`config.mk`:
```
export PLATFORM = sky130hd
export DESIGN_NAME = c2c_master_reset_seq
export DESIGN_NICKNAME = d
export VERILOG_FILES = /design/src/rtl/c2c_reset_pkg.sv /design/src/rtl/c2c_sync_bit.sv /design/src/rtl/c2c_master_reset_seq.sv
export SDC_FILE = /design/constraint.sdc
export NUM_CORES = 1
export LEC_CHECK = 0
export ABC_AREA = 1
export CORE_MARGIN = 2
export CORE_UTILIZATION = 30
export CTS_CLUSTER_DIAMETER = 100
export DETAILED_ROUTE_END_ITERATION = 8
export PLACE_DENSITY = 0.54
export SLEW_MARGIN = 15
export SYNTH_ARGS = -nofsm -noshare
export SYNTH_HDL_FRONTEND = slang
export SYNTH_SLANG_ARGS = --single-unit
export TNS_END_PERCENT = 5
```
`constraint.sdc`:
```
create_clock -name clock -period 2.1 [get_ports clock]
set_clock_uncertainty 0.05 [all_clocks]
set_input_delay 0.315 -clock clock [delete_from_list [all_inputs] [get_ports clock]]
set_output_delay 0.315 -clock clock [all_outputs]
set_load 0.01 [all_outputs]
```
`src/rtl/c2c_reset_pkg.sv`:
```
// Shared definitions for the Chip2Chip reset sequencers (master sequencer and
// the slave reset manager bench).
package c2c_reset_pkg;

  typedef enum logic [1:0] {
    PULSE = 2'd0,
    WAIT  = 2'd1,
    UP    = 2'd2,
    FAIL  = 2'd3
  } seq_state_t;

  // Width of a down-counter that must be loadable with (larger of a, b) - 1.
  function automatic int cnt_width(input int a, input int b);
    int m;
    m = (a > b) ? a : b;
    return (m < 2) ? 1 : $clog2(m);
  endfunction

endpackage

```
`src/rtl/c2c_sync_bit.sv`:
```
// Two-flop synchronizer for a single asynchronous level signal.
module c2c_sync_bit (
  input  logic clock,
  input  logic resetn,
  input  logic d,
  output logic q
);

  logic meta;

  always_ff @(posedge clock) begin
    if (!resetn) begin
      meta <= 1'b0;
      q    <= 1'b0;
    end else begin
      meta <= d;
      q    <= meta;
    end
  end

endmodule

```
`src/rtl/c2c_master_reset_seq.sv`:
```
// Master-side C2C reset sequencer: pulses the slave board reset, releases the
// local master, and waits for a stable link with bounded retries.
//
//   state | meaning
//   PULSE | local master and slave board held in reset for the pulse window
//   WAIT  | resets released, waiting for link_up to stay high long enough
//   UP    | link good; any loss restarts the sequence
//   FAIL  | retries exhausted; parked until sw_reset_req or resetn
module c2c_master_reset_seq
  import c2c_reset_pkg::*;
#(
  parameter int SLAVE_PULSE_CYCLES = 1000,
  parameter int LINK_TIMEOUT       = 3000000,
  parameter int STABLE_CYCLES      = 1000,
  parameter int MAX_RETRIES        = 3
) (
  input  logic       clock,
  input  logic       resetn,
  input  logic       sw_reset_req,
  input  logic       link_up,
  output logic       reset_out,
  output logic       slave_reset_out,
  output logic       link_good,
  output logic       link_fail,
  output logic [3:0] retry_count,
  output logic [7:0] drop_count
);

  localparam int CW = cnt_width(SLAVE_PULSE_CYCLES, LINK_TIMEOUT);
  localparam int SW = $clog2(STABLE_CYCLES + 1);

  localparam logic [CW-1:0] PULSE_LOAD   = CW'(SLAVE_PULSE_CYCLES - 1);
  localparam logic [CW-1:0] TIMEOUT_LOAD = CW'(LINK_TIMEOUT - 1);
  localparam logic [SW-1:0] STABLE_DONE  = SW'(STABLE_CYCLES - 1);
  localparam logic [3:0]    RETRY_MAX    = 4'(MAX_RETRIES);

  seq_state_t    state;
  logic          link_s;
  logic [CW-1:0] cnt;
  logic [SW-1:0] stable;

  c2c_sync_bit u_link_sync (
    .clock  (clock),
    .resetn (resetn),
    .d      (link_up),
    .q      (link_s)
  );

  always_ff @(posedge clock) begin
    if (!resetn) begin
      state           <= PULSE;
      cnt             <= PULSE_LOAD;
      stable          <= '0;
      retry_count     <= '0;
      drop_count      <= '0;
      reset_out       <= 1'b1;
      slave_reset_out <= 1'b1;
      link_good       <= 1'b0;
      link_fail       <= 1'b0;
    end else if (sw_reset_req) begin
      // Software restart beats any timeout, lock or drop decided this cycle.
      state           <= PULSE;
      cnt             <= PULSE_LOAD;
      stable          <= '0;
      retry_count     <= '0;
      reset_out       <= 1'b1;
      slave_reset_out <= 1'b1;
      link_good       <= 1'b0;
      link_fail       <= 1'b0;
    end else begin
      unique case (state)
        PULSE: begin
          if (cnt == '0) begin
            state           <= WAIT;
            cnt             <= TIMEOUT_LOAD;
            stable          <= '0;
            reset_out       <= 1'b0;
            slave_reset_out <= 1'b0;
          end else begin
            cnt <= cnt - 1'b1;
          end
        end
        WAIT: begin
          stable <= link_s ? stable + 1'b1 : '0;
          // Lock is tested before timeout so a lock on the last cycle wins.
          if (link_s && stable == STABLE_DONE) begin
            state     <= UP;
            link_good <= 1'b1;
          end else if (cnt == '0) begin
            if (retry_count < RETRY_MAX) begin
              retry_count     <= retry_count + 1'b1;
              state           <= PULSE;
              cnt             <= PULSE_LOAD;
              reset_out       <= 1'b1;
              slave_reset_out <= 1'b1;
            end else begin
              state     <= FAIL;
              link_fail <= 1'b1;
            end
          end else begin
            cnt <= cnt - 1'b1;
          end
        end
        UP: begin
          if (!link_s) begin
            if (drop_count != 8'hFF) drop_count <= drop_count + 1'b1;
            retry_count     <= '0;
            state           <= PULSE;
            cnt             <= PULSE_LOAD;
            reset_out       <= 1'b1;
            slave_reset_out <= 1'b1;
            link_good       <= 1'b0;
          end
        end
        FAIL: begin
        end
      endcase
    end
  end

endmodule

```
==> flow_metrics.tcl <==
set metrics [dict create \
    cts-buffers-inserted 5 \
    clkTransAtPathRegs_ns 0.11 \
    vdd_drop_max_v 0.000317 \
    worstSkewPairLatency_ns 0.32 \
    whs_ns 0.379 \
    r2r-start "state[0]" \
    end_kind "flop" \
    cts-root-buf "clkbuf_8" \
    gp_congestion 0.827 \
    maxCapViolations 0 \
    yosysWarnings 0 \
    hold_buffers 0 \
    finalWirelength_um 8840 \
    cts_sinks 51 \
    synthTopCellsByCount "nand2_1 (141), nor2_1 (76), inv_1 (67)" \
    drive_gt1_frac 0.0990 \
    yosysMostFrequentCell "nand2_1" \
    antenna_found_initial 0 \
    holdCritStartpoint "u_link_sync.meta" \
    vias 3442 \
    synth.top_cell.area_share 0.303 \
    required_ns 2.31 \
    synth-edff-count 0 \
    fmax_mhz 528 \
    synth_ff_type "dfxtp_1" \
    netlist_instances 542 \
    yosysUniqueCellTypes 35 \
    fp-row-count 38 \
    worstMarginPinSlew_ns 0.438 \
    dieArea_um2 12100 \
    final_area_um2 3950 \
    clk_path_buf_depth 2 \
    remaining_drc_errors 0 \
    dp_hpwl_um 6660 \
    drv_slew 0 \
    async_flop_share 0 \
    cp-start-kind "flop" \
    grt_max_degree 19 \
    path_max_fanout 10 \
    cts_tree "done" \
    core_area_um2 10900 \
    drt_first_pass_iters 7 \
    grt_pass1_vias 3191 \
    relSlewSlack 0.705 \
    hold_viol 0 \
    grt_pass1_wl_um 15200 \
    place_area_um2 3800 \
    ys_ff_latch 51 \
    drt_iter0_drc 187 \
    die_w_um 110 \
    status "finished clean" \
    fin_crit_ns 1.89 \
    setup_viol 0 \
    hold_class "reg -> reg" \
    yosysTopAreaCell "dfxtp_1" \
    reg2reg_depth 10 \
    finalPower_w 0.00188 \
    p_per_area_nw_per_um2 476 \
    rr_endpoint "cnt[10]" \
    crit_type "reg -> reg" \
    layout-area-overhead-vs-synth_pct 17.2 \
    ys_seq_area_frac 0.303 \
    netlist_area_um2 3370 \
    ant_nets 0 \
    grt_use_total 0.157 \
    leakage_nw 1.64 \
    whs_endpoint "u_link_sync.q" \
    finalCritPeriodShare 0.901 \
    totalNegativeSetupSlack_ns 0 \
    worstPathArrival_ns 2.10 \
    netlist_top_cells_area "dfxtp_1 (30%), nand2_1 (16%), nand3_1 (9.2%), nor2_1 (8.5%), inv_1 (7.5%)" \
    rsz0062_at_grt "no" \
    htreeDepth 2 \
    grt-ovfl-total 0 \
    port_buffers 19 \
    die_h_um 110 \
    syn-num-nets 555 \
    nets 588 \
    synth.avg_cell_area_um2 6.21 \
    viasPerCell 4.81 \
    hold_path_depth 2 \
    ios 20 \
    diodes 0 \
    cp-startpoint "state[0]" \
    wire_per_inst_um 12.3 \
    rrSetupSlack_ns 0.21 \
    initial_core_util 0.309 \
]
## stage by stage
stage               setup slack (ns)   util  std cells
floorplan                      0.250      -        542
global placement               0.165  0.349        707
detailed placement             0.117  0.349        707
CTS                           0.0826  0.361        715
global route                  0.0215  0.363        716
finish                         0.207  0.363        716
## final cells by class
| type | count | area (µm²) |
|---|---|---|
| Inverter | 70 | 263 |
| Clock inverter | 3 | 67.6 |
| Multi-Input combinational cell | 407 | 2000 |
| Clock buffer | 5 | 68.8 |
| Tap cell | 140 | 175 |
| Timing Repair Buffer | 40 | 348 |
| Fill cell | 1170 | 6940 |
| Sequential cell | 51 | 1020 |
## logic make-up (layout without fill, tap and decap cells)
logic type / after synthesis / after routing / synth area share
AND/OR/NAND/NOR: 325 / 325 / 0.439
buffers and inverters: 84 / 118 / 0.104
AO/OA/AOI/OAI: 67 / 67 / 0.105
flip-flops: 51 / 51 / 0.303
adder cells (fa/ha/maj): 9 / 9 / 0.0334
XOR/XNOR: 6 / 6 / 0.0156
## timing repair
item / CTS / global route
setup buffers: 0 / 1
setup endpoints to repair: 0 / 15
gates resized for setup: 0 / 2
## power by group
part | leakage (nW) | internal, W | switching, W
Clock | 0.0644 | 0.000476 | 0.000379
Sequential | 0.412 | 0.000970 | 0.00000232
Combinational | 1.16 | 0.0000190 | 0.0000313
## worst max-delay path, cell delays in order, from the launching register on
cell	delay (ns)
dfxtp_1	0.41
inv_1	0.09
ha_1	0.21
nand2_1	0.08
inv_1	0.05
nor2_1	0.16
nand2_2	0.10
nor2_4	0.24
buf_4	0.20
nand3_1	0.11
a21oi_1	0.14
## state kept, by name, indices dropped and copies added, names as in the netlist
signal and cells:
cnt 22, stable 10, drop_count 8, retry_count 4
state 2, link_fail 1, link_good 1, slave_reset_out 1
u_link_sync.meta 1, u_link_sync.q 1
## routing by layer
layer	part of all wire	vias up	GRT usage	wire length, µm
met2	0.46	55	0.262	4070
met4	0.012	0	0.0389	106
met3	0.035	7	0.0225	308
met5	0	-	0	0
met1	0.49	1571	0.211	4350
li1	-	1809	-	-
## cells in the final DEF, fill, tap and decap left out, drive strengths merged
cell type,count
nand2,148
nor2,89
inv,69
nand3,64
dfxtp,51
a21oi,41
buf,21
o21ai,20
clkdlybuf4s50,19
nand4,16
ha,9
nor3,5
clkbuf,5
xor2,3
xnor2,3
nand3b,2
a31oi,2
bufinv,2
o21bai,1
clkinv,1
nor4,1
o211ai,1
a211oi,1
a31o,1
clkinvlp,1
## worst max-delay path by stage
stage | slack [ns] | depth (start not counted) | endpoint
3_5_place_dp | 0.12 | 10 | cnt[11]
5_1_grt | 0.02 | 11 | cnt[17]
3_3_place_gp | 0.17 | 10 | cnt[10]
4_1_cts | 0.08 | 10 | cnt[9]
6_report | 0.21 | 10 | cnt[10]
2_1_floorplan | 0.25 | 12 | cnt[17]
No activity file was read; power rests on OpenSTA's default activity.
